$ cat config.mk
export PLATFORM = sky130hd
export DESIGN_NAME = hit_event_gen_flat
export DESIGN_NICKNAME = d
export VERILOG_FILES = /design/src/rtl/hit_event_gen_if.sv /design/src/rtl/hit_event_gen.sv /design/src/flat_wrapper.sv
export SDC_FILE = /design/constraint.sdc
export NUM_CORES = 1
export LEC_CHECK = 0
export CORE_MARGIN = 2
export CORE_UTILIZATION = 35
export CTS_CLUSTER_DIAMETER = 200
export DETAILED_ROUTE_END_ITERATION = 10
export DONT_BUFFER_PORTS = 1
export PLACE_DENSITY = 0.56
export SYNTH_ARGS = -nofsm -noshare
export SYNTH_HDL_FRONTEND = slang
export SYNTH_SLANG_ARGS = --single-unit
$ cat constraint.sdc
create_clock -name clk -period 8.2 [get_ports clk]
set_input_delay 1.64 -clock clk [delete_from_list [all_inputs] [get_ports clk]]
set_output_delay 1.64 -clock clk [all_outputs]
set_load 0.005 [all_outputs]
$ cat src/rtl/hit_event_gen_if.sv
// rtl/hit_event_gen_if.sv - hit event stream handshake between generator and readout
interface hit_event_gen_if #(
  parameter int DATA_W = 22
);
  logic              hit_valid;
  logic              hit_ready;
  logic [DATA_W-1:0] hit_data;

  modport master (output hit_valid, output hit_data, input hit_ready);
  modport slave  (input hit_valid, input hit_data, output hit_ready);
endinterface

$ cat src/rtl/hit_event_gen.sv
// rtl/hit_event_gen.sv - threshold hit generator with dead time and FWFT event FIFO
// Optional hit/drop statistics counters when HIT_GEN_STATS_EN is defined.
module hit_event_gen #(
  parameter int RAND_W   = 7,
  parameter int CH_W     = 6,
  parameter int TS_W     = 16,
  parameter int FIFO_AW  = 3,
  parameter int DEAD_CYC = 4
) (
  input  logic              clk,
  input  logic              rst,
  input  logic              enable,
  input  logic [RAND_W-1:0] rand_in,
  input  logic [CH_W-1:0]   rand_ch,
  input  logic [RAND_W-1:0] occ_thresh,
  hit_event_gen_if.master   hs,
  output logic              fifo_full,
  output logic              overflow,
  output logic              busy
`ifdef HIT_GEN_STATS_EN
  ,
  output logic [31:0]       hit_count,
  output logic [15:0]       drop_count
`endif
);
  localparam int DATA_W = TS_W + CH_W;
  localparam int DEPTH  = 1 << FIFO_AW;
  localparam int DCNT_W = (DEAD_CYC > 1) ? $clog2(DEAD_CYC) : 1;
  localparam logic [DCNT_W-1:0] DCNT_LOAD = DCNT_W'((DEAD_CYC > 0) ? DEAD_CYC - 1 : 0);

  typedef enum logic [1:0] {IDLE, LIVE, DEAD} state_t;

  state_t             state, state_nxt;
  logic [DCNT_W-1:0]  dead_cnt, dead_cnt_nxt;
  logic               hit_det;
  logic [TS_W-1:0]    ts;
  logic [DATA_W-1:0]  mem [DEPTH];
  logic [FIFO_AW-1:0] wr_ptr, rd_ptr;
  logic [FIFO_AW:0]   count;
  logic               fifo_empty, pop, drop, wr_en;

  always_ff @(posedge clk) begin
    if (rst) begin
      state    <= IDLE;
      dead_cnt <= '0;
    end else begin
      state    <= state_nxt;
      dead_cnt <= dead_cnt_nxt;
    end
  end

  // dead_cnt counts down from DEAD_CYC-1 so DEAD lasts exactly DEAD_CYC edges
  always_comb begin
    state_nxt    = state;
    dead_cnt_nxt = dead_cnt;
    hit_det      = 1'b0;
    if (!enable) begin
      state_nxt    = IDLE;
      dead_cnt_nxt = '0;
    end else begin
      case (state)
        IDLE: state_nxt = LIVE;
        LIVE: begin
          if (rand_in < occ_thresh) begin
            hit_det = 1'b1;
            if (DEAD_CYC > 0) begin
              state_nxt    = DEAD;
              dead_cnt_nxt = DCNT_LOAD;
            end
          end
        end
        DEAD: begin
          if (dead_cnt == '0) state_nxt = LIVE;
          else                dead_cnt_nxt = dead_cnt - DCNT_W'(1);
        end
        default: state_nxt = IDLE;
      endcase
    end
  end

  always_ff @(posedge clk) begin
    if (rst)         ts <= '0;
    else if (enable) ts <= ts + TS_W'(1);
  end

  assign fifo_empty = (count == '0);
  assign fifo_full  = count[FIFO_AW];
  assign pop        = !fifo_empty && hs.hit_ready;
  // A simultaneous pop frees the slot, so a full FIFO only drops without one
  assign drop       = hit_det && fifo_full && !pop;
  assign wr_en      = hit_det && !drop;

  always_ff @(posedge clk) begin
    if (rst) begin
      wr_ptr   <= '0;
      rd_ptr   <= '0;
      count    <= '0;
      overflow <= 1'b0;
    end else begin
      if (wr_en) wr_ptr <= wr_ptr + FIFO_AW'(1);
      if (pop)   rd_ptr <= rd_ptr + FIFO_AW'(1);
      case ({wr_en, pop})
        2'b10:   count <= count + (FIFO_AW+1)'(1);
        2'b01:   count <= count - (FIFO_AW+1)'(1);
        default: count <= count;
      endcase
      if (drop) overflow <= 1'b1;
    end
  end

  always_ff @(posedge clk) begin
    if (wr_en) mem[wr_ptr] <= {ts, rand_ch};
  end

  assign hs.hit_valid = !fifo_empty;
  assign hs.hit_data  = fifo_empty ? '0 : mem[rd_ptr];
  assign busy         = (state != IDLE) || !fifo_empty;

`ifdef HIT_GEN_STATS_EN
  always_ff @(posedge clk) begin
    if (rst) begin
      hit_count  <= '0;
      drop_count <= '0;
    end else begin
      if (hit_det && (hit_count != '1)) hit_count  <= hit_count + 32'd1;
      if (drop && (drop_count != '1))   drop_count <= drop_count + 16'd1;
    end
  end
`endif
endmodule
$ cat src/flat_wrapper.sv
// flat-port wrapper written by rule: the top's interface ports become plain ports
module hit_event_gen_flat 
#(
  parameter int RAND_W   = 7,
  parameter int CH_W     = 6,
  parameter int TS_W     = 16,
  parameter int FIFO_AW  = 3,
  parameter int DEAD_CYC = 4
)
  (clk, rst, enable, rand_in, rand_ch, occ_thresh, fifo_full, overflow, busy, hs_hit_valid, hs_hit_data, hs_hit_ready);
  hit_event_gen_if hs_i ();
  input  logic clk;
  input  logic rst;
  input  logic enable;
  input  logic [RAND_W-1:0] rand_in;
  input  logic [CH_W-1:0] rand_ch;
  input  logic [RAND_W-1:0] occ_thresh;
  output logic fifo_full;
  output logic overflow;
  output logic busy;
  output wire logic [$bits(hs_i.hit_valid)-1:0] hs_hit_valid;
  output wire logic [$bits(hs_i.hit_data)-1:0] hs_hit_data;
  input wire logic [$bits(hs_i.hit_ready)-1:0] hs_hit_ready;
  assign hs_hit_valid = hs_i.hit_valid;
  assign hs_hit_data = hs_i.hit_data;
  assign hs_i.hit_ready = hs_hit_ready;
  hit_event_gen #(.RAND_W(RAND_W), .CH_W(CH_W), .TS_W(TS_W), .FIFO_AW(FIFO_AW), .DEAD_CYC(DEAD_CYC)) u_core (.clk(clk), .rst(rst), .enable(enable), .rand_in(rand_in), .rand_ch(rand_ch), .occ_thresh(occ_thresh), .hs(hs_i), .fifo_full(fifo_full), .overflow(overflow), .busy(busy));
endmodule
# After elaboration in Yosys (flattened, before gate mapping)
# Memory sizes are Yosys's and may differ from the RTL's. A register that Yosys moved wholly into a read port is not among the register bits.
# Cells that the tools add are included.
# totals
out_inout_bits,26
regBits,31
mem_bits_rw,176
word_cells,55
input_bits,24
memories,1
# mem_list
name,words,width,rd,rd_clocked_by_memory_dff,wr,line,source
u_core.mem,8,22,1,1,1,hit_event_gen.sv:37,logic [DATA_W-1:0] mem [DEPTH];
# op_classes
addsub,6
mux,15
n_reduce_logical,17
eq_ne,7
n_lt_le_gt_ge,1
n_bitwise,1
# ops
op,n
2-to-1 mux 22 bit,1
"adder 16 x 1 -> 16 bit, second input constant",1
2-to-1 mux 2 bit,4
one-hot mux 4 bit (2 select lines),1
less-than comparator 7 bit,1
"adder 3 x 1 -> 3 bit, second input constant",2
2-to-1 mux 3 bit,2
one-hot mux 2 bit (3 select lines),1
nonzero test 2 bit,3
2-to-1 mux 1 bit,5
"adder 4 x 1 -> 4 bit, second input constant",1
"equality test 2 x 1 -> 1 bit, second input constant",2
"equality test 2 bit, second input constant",2
logical AND 1 bit,4
zero test 2 bit,2
zero test 4 bit,1
"inequality test 2 x 1 -> 1 bit, second input constant",2
one-hot mux 2 bit (2 select lines),1
"subtractor 4 x 1 -> 4 bit, second input constant",1
zero test 1 bit,3
AND reduction 3 bit,1
"inequality test 2 bit, second input constant",1
AND reduction 2 bit,1
OR reduction 2 bit,1
other kinds (3),3

# Logic depth before layout (Yosys ltp)
# Gate-level depths: netlist (run 1).
# depth
ltp_word,10
ltp_mapped,13
mapped_depth_nobuf,13

# Worst setup path before layout (run 1)
# OpenSTA, ideal clock, no wires.
# synth_timing
kind,input to register
start,in occ_thresh[2]
end,mem u_core.mem[0][0] (enable)
n_path_buf,0
stages,7
t_required_ps,7771
setup_ps,429
arrival_ps,4390
setup_slack_ps,3382
path_cell_list,inv_1 -> ha_1 -> a21oi_1 -> o21ai_1 -> a2111oi_4 -> nand2b_1 -> nor3_1
# synth_between
elab_chain_len,10
# synth_rtl
item,line,source
start: declaration,flat_wrapper.sv:17,input logic [RAND_W-1:0] occ_thresh;
less-than comparator 7 bit (*),hit_event_gen.sv:64,if (rand_in < occ_thresh) begin
2-to-1 mux 1 bit (*),hit_event_gen.sv:64,
2-to-1 mux 1 bit (*),hit_event_gen.sv:61,case (state)
2-to-1 mux 1 bit (*),hit_event_gen.sv:57,if (!enable) begin
logical AND 1 bit (2 in series),hit_event_gen.sv:90,assign drop = hit_det && fifo_full && !pop;
zero test 1 bit,hit_event_gen.sv:91,assign wr_en = hit_det && !drop;
logical AND 1 bit (*),hit_event_gen.sv:91,
2-to-1 mux 1 bit (*),hit_event_gen.sv:112,"if (wr_en) mem[wr_ptr] <= {ts, rand_ch};"
2-to-1 mux 1 bit (not written as such) (*),hit_event_gen.sv:112,
end: declaration,hit_event_gen.sv:37,
# Mark *: on every way between the ends. The rest lies on a longest branch, timed or not.

==> results of run 1 <==
metrics by stage:
| step | power, uW | setup WS [ps] | utilization [%] | cell area, um^2 | instances |
|---|---|---|---|---|---|
| floorplan | 1490 | 3380 | - | 8460 | 495 |
| global placement | 1570 | 3750 | 37.7 | 8890 | 805 |
| detailed placement | 1580 | 3650 | 37.7 | 8890 | 805 |
| CTS | 2510 | 3990 | 40.6 | 9580 | 845 |
| global route | 2580 | 3900 | 40.6 | 9580 | 845 |
| finish | 2470 | 4090 | 40.6 | 9580 | 845 |
worst min path at each step:
| stage | end | cells past startpoint |
|---|---|---|
| floorplan | register | 2 |
| global placement | register | 2 |
| detailed placement | register | 2 |
| CTS | register | 2 |
| global route | register | 2 |
| finish | register | 2 |
report_power, final:
group | internal [uW] | switching [uW] | leakage [uW]
combinational | 151 | 205 | 0.000833
clock | 543 | 384 | 0.000341
sequential | 1170 | 18.8 | 0.00198
total | 1860 | 608 | 0.00316
Yosys cell counts:
cell,number
edfxtp_1,176
nor2_1,55
mux4_2,44
dfxtp_1,34
mux2i_1,26
nand2_1,18
inv_1,16
a21oi_1,15
clkbuf_1,12
ha_1,12
nand3_1,9
xor2_1,9
buf_2,7
o21ai_0,7
or3_1,7
nor3_1,6
nand2b_1,4
nand4_1,4
xnor2_1,4
and3_1,3
a211oi_1,2
a21o_1,2
buf_1,2
inv_2,2
mux2_1,2
nor2b_1,2
o21ai_1,2
a2111oi_4,1
a211oi_4,1
a2bb2oi_1,1
and4_1,1
fa_1,1
mux2_2,1
mux2i_2,1
nand2_2,1
nand3b_4,1
nor3b_1,1
nor4_1,1
nor4_4,1
nor4b_1,1
per-layer routing:
metal	track usage (%)	vias up	wire length, um
met5	0	-	0
met4	3.22	0	268
met3	2.53	23	720
met2	23.1	87	8310
met1	16.4	2216	7110
li1	-	1938	-
worst min-delay path: cells and delay by family (launching register included):
kind,cells,cell delay (ps)
flops,1,320
simple gates,1,50
compound gates,1,70
layout by cell type (no fill, tap or decap), types with 2 or more instances in the layout:
cell and count:
mux2i_1 26, inv_2 2, nand2b_1 4, or3_1 7, dfxtp_2 2, o21ai_1 2, edfxtp_1 176, clkbuf_8 2
a21o_1 2, xnor2_1 4, nor2b_1 2, inv_1 16, nor2_1 49, and3_1 3, clkbuf_16 22, clkinv_2 6
clkbuf_1 4, xor2_1 9, nor3_1 4, buf_4 12, mux4_2 44, ha_1 12, nand3_1 9, dfxtp_1 32
a211oi_1 2, nand4_1 4, mux2_1 2, nand2_1 18, o21ai_0 7, clkinv_1 4, nor2_2 6, nor3_2 2
a21oi_1 15
state kept, by name, indices dropped and copies added, names as in the netlist, named ones only:
signal           flops
u_core.mem         176
u_core.ts           16
u_core.count         4
u_core.rd_ptr        3
u_core.wr_ptr        3
u_core.dead_cnt      2
u_core.state         2
u_core.overflow      1
cells by family (layout without fill, tap and decap cells):
logic type / Yosys count / count (layout) / synth area share (%)
DFF: 210 / 210 / 70.5
and+or+nand+nor: 115 / 115 / 6.53
AOI/OAI and AO/OA: 31 / 31 / 2.44
adders and majority gates: 13 / 13 / 2.01
xor gates and xnor gates: 13 / 13 / 1.35
muxes: 74 / 74 / 15.3
buffers and inverters: 39 / 70 / 1.83
layout make-up:
class,instances,area [um^2],area share [%]
flip-flops and latches,210,5970,62.3
multi-input cells,246,2370,24.7
clock buffers,28,593,6.19
well taps,319,399,4.17
clock inverters,12,91.3,0.954
repair buffers,12,90.1,0.941
inverters,18,67.6,0.706
==> impl_results.md, run 1 <==
- Hold Vio Cnt, Final: 0
- Minimum clock period: 4110 ps
- Routed wire length: 16.4 mm
- Row cnt: 56
- Total track usage: 13.0%
- CTS Root Cell: clkbuf_16
- Worst slew pin tran: 927 ps
- CP Buf/Inv Count: 1
- DP Wirelength: 10.1 mm
- CP max stage delay: 690 ps
- Synth warnings: 0
- Post-route DRC: 0
- # IOs: 50
- Setup bufs post-CTS: 0
- Total number of vias: 4,264
- Full die area: 25,400 um^2
- Crit path capture: hs_hit_data[18]
- Drt pass-1 iters: 4
- Stages on the worst setup path: 4
- R2R cell count: 5
- First DRT Iteration DRCs: 229
- Mapped Cells: 495
- Max-Cap Viols: 0
- Initial Util: 35.8%
- Largest net degree at the start of global routing: 45
- Count of cell types in the netlist: 40
- Die width: 160 um
- Leak: 0.00316 uW
- GPL Wtd Cong: 0.753
- Die Ht: 160 um
- Vias in the first global route: 4,533
- # diodes: 0
- TNS Setup: 0 ps
- CTS tree: built
- Port Buf Inserts: 0
- Initial antenna violation count: 0
- Seq/Total Area, Yosys: 70.5%
- Pwr/cell area: 258 nW/um^2
- Worst EP required: 6560 ps
- Worst-path fanout max: 44
- Slew Limit Fails: 0
- Total CTS buffers: 22
- VDD IR-drop max: 0.000141 V
- FMAX: 243 MHz
- Post-DRT Antenna Nets: 0
- Post-synth top area share: 62.4%
- Max clock buf depth: 3
- Max-slew headroom: 37.9%
- WL per Instance: 19.4 um
- Top cells by area, synth: edfxtp_1 (62%), mux4_2 (12%), dfxtp_1 (8.0%)
- Clock latency on the worst-skew pair: 500 ps
- Core outline area: 23,600 um^2
- RSZ-0062 raised after global routing: no
- First-pass GRT wire length: 25.8 mm
- Worst-path clk slew: 60 ps
- Clock sink count: 210
- Slowest cell on crit path: buf_4
- PostCTS Resize Cnt: 0
- Reg-to-Reg Start: u_core.state[1]
- Hold WS: 483 ps
- Crit-path cells: buf_4 -> mux4_2 -> mux2i_1 -> nor2_1
- Share of cells above drive strength 1: 20.3%
- CP top delay family: multiplexers
- H-tree Lvls: 1
- Clk_skew: 5.43 ps
- Seq cells post-synth: 210
- Drt via density: 5.05
- Final #Nets: 547
- Grt total ovfl: 0
- Hold WC Path Type: reg -> reg
- Reg-to-Reg End: u_core.mem[1][13]
- Post-Synthesis Cell Area: 8460 um^2
- Worst Path Arrival: 2470 ps
- Post-CTS Hold Buffers: 0
- Synth Area per Inst: 17.1 um^2
- Syn_nets: 532
- Final period util: 50.2%
- Final Setup Violations: 0
- Critical path class: reg -> out
- Leading area contributor after synthesis: edfxtp_1
- Hold Crit Start: u_core.rd_ptr[1]
- Flop2flop setup slack: 5330 ps
- Crit start category: register
- Status: complete, no violations
- Fillers: 2,144
- P&R area growth vs syn: 13.2%
- CP Capture Type: primary output
Power figures use the tool's default switching activity.
==> run 2: changes to the inputs <==
- clock period: 8.2 -> 3.8 ns (I/O delays scaled with it)
==> impl_results.md, run 2 (synthesis results as in run 1) <==
- H-tree Lvls: 1 (unchanged)
- Hold WS: 333 ps (was 483 ps)
- Flop2flop setup slack: 1400 ps (was 5330 ps)
- WHS Path Cells: 1 (was 2)
- TNS Setup: 0 ps (unchanged)
- Minimum clock period: 3170 ps
- Total CTS buffers: 22 (unchanged)
- Share of cells above drive strength 1: 20.7% (was 20.3%)
- Largest regs: u_core.mem x176, u_core.ts x16, u_core.count x4 (unchanged)
- Clock sink count: 210 (unchanged)
- Final Setup Violations: 0 (unchanged)
- Hold Crit Start: rst (was u_core.rd_ptr[1])
- DP Wirelength: 9.10 mm (was 10.1 mm)
- Post-CTS Hold Buffers: 0 (unchanged)
- Crit start category: register (unchanged)
- R2R cell count: 12 (was 5)
- Max-Cap Viols: 0 (unchanged)
- Critical path class: reg -> out (unchanged)
- Worst slew pin tran: 892 ps (was 927 ps)
- Core outline area: 23,600 um^2 (unchanged)
- Slowest cell on crit path: dfxtp_2 (was buf_4)
- Commonest non-fill, non-tap cell in the layout: edfxtp_1 (unchanged)
- # IOs: 50 (unchanged)
- CP Capture Type: primary output (unchanged)
- Die width: 160 um (unchanged)
- Leak: 0.00318 uW (was 0.00316 uW)
- Total number of vias: 4,176 (was 4,264)
- Initial Util: 35.8% (unchanged)
- Final #Nets: 548 (was 547)
- Reg-to-Reg End: u_core.count[3] (was u_core.mem[1][13])
- CTS Root Cell: clkbuf_16 (unchanged)
- PostCTS Resize Cnt: 0 (unchanged)
- Largest net degree at the start of global routing: 33 (was 45)
- Worst-path clk slew: 60 ps (about the same)
- Setup bufs post-CTS: 0 (unchanged)
- Max FFs per register: 176 (unchanged)
- RSZ-0062 raised after global routing: no (unchanged)
- GPL Wtd Cong: 0.702 (was 0.753)
- VDD IR-drop max: 0.000326 V (was 0.000141 V)
- Die Ht: 160 um (unchanged)
- Initial antenna violation count: 0 (unchanged)
- Clk_skew: 9.83 ps (was 5.43 ps)
- Hold Vio Cnt, Final: 0 (unchanged)
- First DRT Iteration DRCs: 281 (was 229)
- Post-route DRC: 0 (unchanged)
- Clock latency on the worst-skew pair: 490 ps (was 500 ps)
- Drt pass-1 iters: 5 (was 4)
- Pwr/cell area: 574 nW/um^2 (was 258 nW/um^2)
- CP max stage delay: 690 ps (about the same)
- Max-slew headroom: 40.5% (was 37.9%)
- Row cnt: 56 (unchanged)
- First-pass GRT wire length: 25.4 mm (was 25.8 mm)
- Final period util: 83.4%
- Slew Limit Fails: 0 (unchanged)
- CP Buf/Inv Count: 1 (unchanged)
- Full die area: 25,400 um^2 (unchanged)
- Crit-path cells: buf_12 -> mux4_2 -> mux2i_1 -> nor2_1 (was buf_4 -> mux4_2 -> mux2i_1 -> nor2_1)
- P&R area growth vs syn: 14.4% (was 13.2%)
- CTS tree: built (unchanged)
- Top reg by flops: u_core.mem (unchanged)
- CP top delay family: multiplexers (unchanged)
- WL per Instance: 18.9 um (was 19.4 um)
- Status: complete, no violations (unchanged)
- Grt total ovfl: 0 (unchanged)
- Max clock buf depth: 3 (unchanged)
- Post-DRT Antenna Nets: 0 (unchanged)
- Port Buf Inserts: 0 (unchanged)
- Hold WC Path Type: in -> reg (was reg -> reg)
- Worst Path Arrival: 2410 ps (was 2470 ps)
- Worst EP required: 3040 ps (was 6560 ps)
- FMAX: 315 MHz
- Most frequent cells in the layout: edfxtp_1 (176), nor2_1 (49), mux4_2 (44) (unchanged)
- Worst-path fanout max: 31 (was 44)
- Worst Hold End: u_core.overflow
- Routed wire length: 16.0 mm (was 16.4 mm)
- Drt via density: 4.94 (was 5.05)
- Total track usage: 12.9% (was 13.0%)
- # diodes: 0 (unchanged)
- Vias in the first global route: 4,469 (was 4,533)
- Reg-to-Reg Start: u_core.count[3] (was u_core.state[1])
## run 2: cell count changes in the layout (fill, tap and decap cells not counted)
cell        change
bufinv_16       +3
clkinv_2        -1
clkbuf_8        -2
nor3_2          -2
clkinv_1        -1
clkinv_8        -1
buf_12          +1
clkbuf_16       +1
nor3_4          +2
clkinvlp_4      +1
## run 2: area by class of cell
| type | count | area (um^2) |
|---|---|---|
| timing repair buffer | 13 | 110 |
| inverter | 18 | 67.6 |
| multi-input combinational | 246 | 2380 |
| clock buffer | 27 | 591 |
| fill | 2096 | 13900 |
| tap | 319 | 399 |
| sequential | 210 | 5970 |
| clock inverter | 13 | 164 |
## run 2: worst max-delay path by stage
| stage | start | end | slack [ps] | cells after the start |
|---|---|---|---|---|
| detailed placement | occ_thresh[2] | u_core.count[3] | 590 | 13 |
| global route | register | hs_hit_data[11] | 420 | 4 |
| finish | register | hs_hit_data[11] | 630 | 4 |
| floorplan | occ_thresh[2] | u_core.mem[2][0] | 450 | 7 |
| global placement | occ_thresh[2] | u_core.count[3] | 700 | 13 |
| CTS | register | hs_hit_data[11] | 520 | 4 |
## run 2: stage by stage
| step | worst slack, ps | instance area [um^2] | util [%] | cells | total power [uW] |
|---|---|---|---|---|---|
| 2_1_floorplan | 446 | 8470 | - | 495 | 3210 |
| 6_report | 629 | 9680 | 41.0 | 846 | 5550 |
| 3_5_place_dp | 594 | 8920 | 37.8 | 806 | 3440 |
| 3_3_place_gp | 697 | 8920 | 37.8 | 806 | 3430 |
| 5_1_grt | 421 | 9680 | 41.0 | 846 | 5810 |
| 4_1_cts | 522 | 9680 | 41.0 | 846 | 5650 |
## run 2: metal layers
metal | vias to the layer above | share of wire (%) | wire length (um) | track usage (%)
li1 | 1939 | - | - | -
met1 | 2140 | 43 | 6830 | 16.4
met2 | 77 | 52 | 8300 | 22.8
met3 | 20 | 4.0 | 638 | 2.11
met4 | 0 | 1.5 | 247 | 3.47
met5 | - | 0 | 0 | 0
## run 2: report_power, final
| group | internal [uW] | switching [uW] |
|---|---|---|
| Combinational | 333 | 425 |
| Clock | 1370 | 823 |
| Sequential | 2510 | 81.4 |
| Total | 4220 | 1330 |
## run 2: worst reg2reg max path, delay by kind of cell (launching register included)
family          cells  cell delay [ps]
simple gates        5              710
buf+inv             3              260
compound gates      2              440
fa+ha+maj           1              270
mux                 1              270
flops               1              400
==> run 3: changes to the inputs <==
- PLACE_DENSITY: 0.56 -> 0.58
- clock period: 3.8 -> 2.7 ns (I/O delays scaled with it)
==> impl_results.md, run 3 (synthesis results as in run 1) <==
- # IOs: 50 (unchanged)
- Worst Path Arrival: 1940 ps (was 2410 ps)
- Max-Cap Viols: 0 (unchanged)
- Final #Nets: 551 (was 548)
- Die width: 160 um (unchanged)
- Max-slew headroom: 66.6% (was 40.5%)
- Total track usage: 12.7% (was 12.9%)
- Total CTS buffers: 22 (unchanged)
- Leak: 0.00321 uW (was 0.00318 uW)
- CP Capture Type: primary output (unchanged)
- Largest regs: u_core.mem x176, u_core.ts x16, u_core.count x4 (unchanged)
- Hold Vio Cnt, Final: 0 (unchanged)
- Total power: 7690 uW (was 5550 uW)
- Drt via density: 4.99 (was 4.94)
- Fin area: 9850 um^2 (was 9680 um^2)
- Grt total ovfl: 0 (unchanged)
- Hold WC Path Type: in -> reg (unchanged)
- Slew Limit Fails: 0 (unchanged)
- Final period util: 91.8%
- Area after DPL: 9130 um^2 (was 8920 um^2)
- Most frequent cells in the layout: edfxtp_1 (176), nor2_1 (49), mux4_2 (44) (unchanged)
- Placed instance count: 809 (was 806)
- Vias in the first global route: 4,527 (was 4,469)
- Drt pass-1 iters: 4 (was 5)
- First DRT Iteration DRCs: 242 (was 281)
- FMAX: 403 MHz
- CTS Root Cell: clkbuf_16 (unchanged)
- Core outline area: 23,600 um^2 (unchanged)
- Clock latency on the worst-skew pair: 490 ps (about the same)
- Worst EP required: 2160 ps (was 3040 ps)
- WL per Instance: 18.7 um (was 18.9 um)
- Comb pwr share: 14.9% (was 13.7%)
- Minimum clock period: 2480 ps
- RSZ-0062 raised after global routing: no (unchanged)
- Largest net degree at the start of global routing: 45 (was 33)
- Switching pwr: 1870 uW (was 1330 uW)
- Routed wire length: 15.9 mm (was 16.0 mm)
- Clk_skew: 11.9 ps (was 9.83 ps)
- Initial Util: 35.8% (unchanged)
- Final Setup Violations: 0 (unchanged)
- Fillers: 2,103 (was 2,096)
- # diodes: 0 (unchanged)
- Finished Layout Cells: 849 (was 846)
- VDD IR-drop max: 0.000458 V (was 0.000326 V)
- P&R area growth vs syn: 16.4% (was 14.4%)
- Post-CTS Hold Buffers: 0 (unchanged)
- Worst-path fanout max: 22 (was 31)
- Port Buf Inserts: 0 (unchanged)
- Commonest non-fill, non-tap cell in the layout: edfxtp_1 (unchanged)
- Clock sink count: 210 (unchanged)
- Share of cells above drive strength 1: 22.6% (was 20.7%)
- CTS tree: built (unchanged)
- Max FFs per register: 176 (unchanged)
- Pwr/cell area: 781 nW/um^2 (was 574 nW/um^2)
- Int Power: 5820 uW (was 4220 uW)
- Total number of vias: 4,237 (was 4,176)
- Critical path class: reg -> out (unchanged)
- Row cnt: 56 (unchanged)
- Setup WS post-layout: 220 ps (was 629 ps)
- Initial antenna violation count: 0 (unchanged)
- Full die area: 25,400 um^2 (unchanged)
- Crit start category: register (unchanged)
- DP Worst Slack: -25.8 ps (was 594 ps)
- Reg power frac: 46.8% (was 46.7%)
- H-tree Lvls: 1 (unchanged)
- Post-DRT Antenna Nets: 0 (unchanged)
- GPL Wtd Cong: 0.728 (was 0.702)
- First-pass GRT wire length: 25.3 mm (was 25.4 mm)
- Max clock buf depth: 3 (unchanged)
- Die Ht: 160 um (unchanged)
- Worst-path clk slew: 60 ps (about the same)
- Hold WS: 114 ps (was 333 ps)
- Power share of the clock group: 38.3% (was 39.6%)
- DP Wirelength: 9.36 mm (was 9.10 mm)
- Worst slew pin tran: 498 ps (was 892 ps)
- Top reg by flops: u_core.mem (unchanged)
- Post-route DRC: 0 (unchanged)
- Setup bufs post-CTS: 0 (unchanged)
- PostCTS Resize Cnt: 0 (unchanged)
- Status: complete, no violations (unchanged)
- Switching Fraction: 24.3% (was 24.0%)
-- run 3: cell count changes in the layout (fill, tap and decap cells not counted), moves of 3 or more --
cell and change:
buf_12 +10, buf_4 -7, a21oi_1 -3, a21oi_2 +3, ha_1 -3, ha_4 +3
-- run 3: worst max-delay path, cell delays in order (launching register included) --
cell and delay (ps):
dfxtp_2 370, buf_12 220, mux4_2 530, mux2i_1 220
nor2_1 110
-- run 3: worst paths after layout --
path | from | slack (ps) | cells after the start | to
worst min-delay path | rst | 110 | 1 | u_core.overflow
worst max register to register | u_core.count[3] | 340 | 12 | u_core.count[3]
worst max-delay path | register | 220 | 4 | hs_hit_data[19]
worst min register to register | u_core.rd_ptr[1] | 480 | 2 | register
-- run 3: area by class of cell --
| cell class | count | area [um^2] | area share (%) |
|---|---|---|---|
| sequential | 210 | 5970 | 60.6 |
| multi-input combinational | 246 | 2440 | 24.7 |
| clock buffer | 27 | 601 | 6.10 |
| tap | 319 | 399 | 4.05 |
| timing repair buffer | 16 | 258 | 2.62 |
| clock inverter | 13 | 115 | 1.17 |
| inverter | 18 | 70.1 | 0.712 |
-- run 3: metal layers --
layer | GRT usage [%] | routed length (um)
met1 | 16.4 | 6850
met2 | 22.4 | 8080
met3 | 2.01 | 652
met4 | 3.35 | 280
met5 | 0 | 0
-- run 3: power by group through the flow --
stage | clock network (uW) | logic [uW] | registers, uW
after floorplan | 0 | 889 | 3640
after global placement | 0 | 1170 | 3660
after detailed placement | 0 | 1190 | 3670
after CTS | 3020 | 1200 | 3600
after global routing | 3150 | 1280 | 3610
final | 2940 | 1140 | 3600
-- run 3: per-stage QoR --
stage,TNS [ps],util [%]
after global routing,0,41.7
final,0,41.7
after global placement,0,38.7
after detailed placement,-545,38.7
after floorplan,-9780,-
after CTS,0,41.7
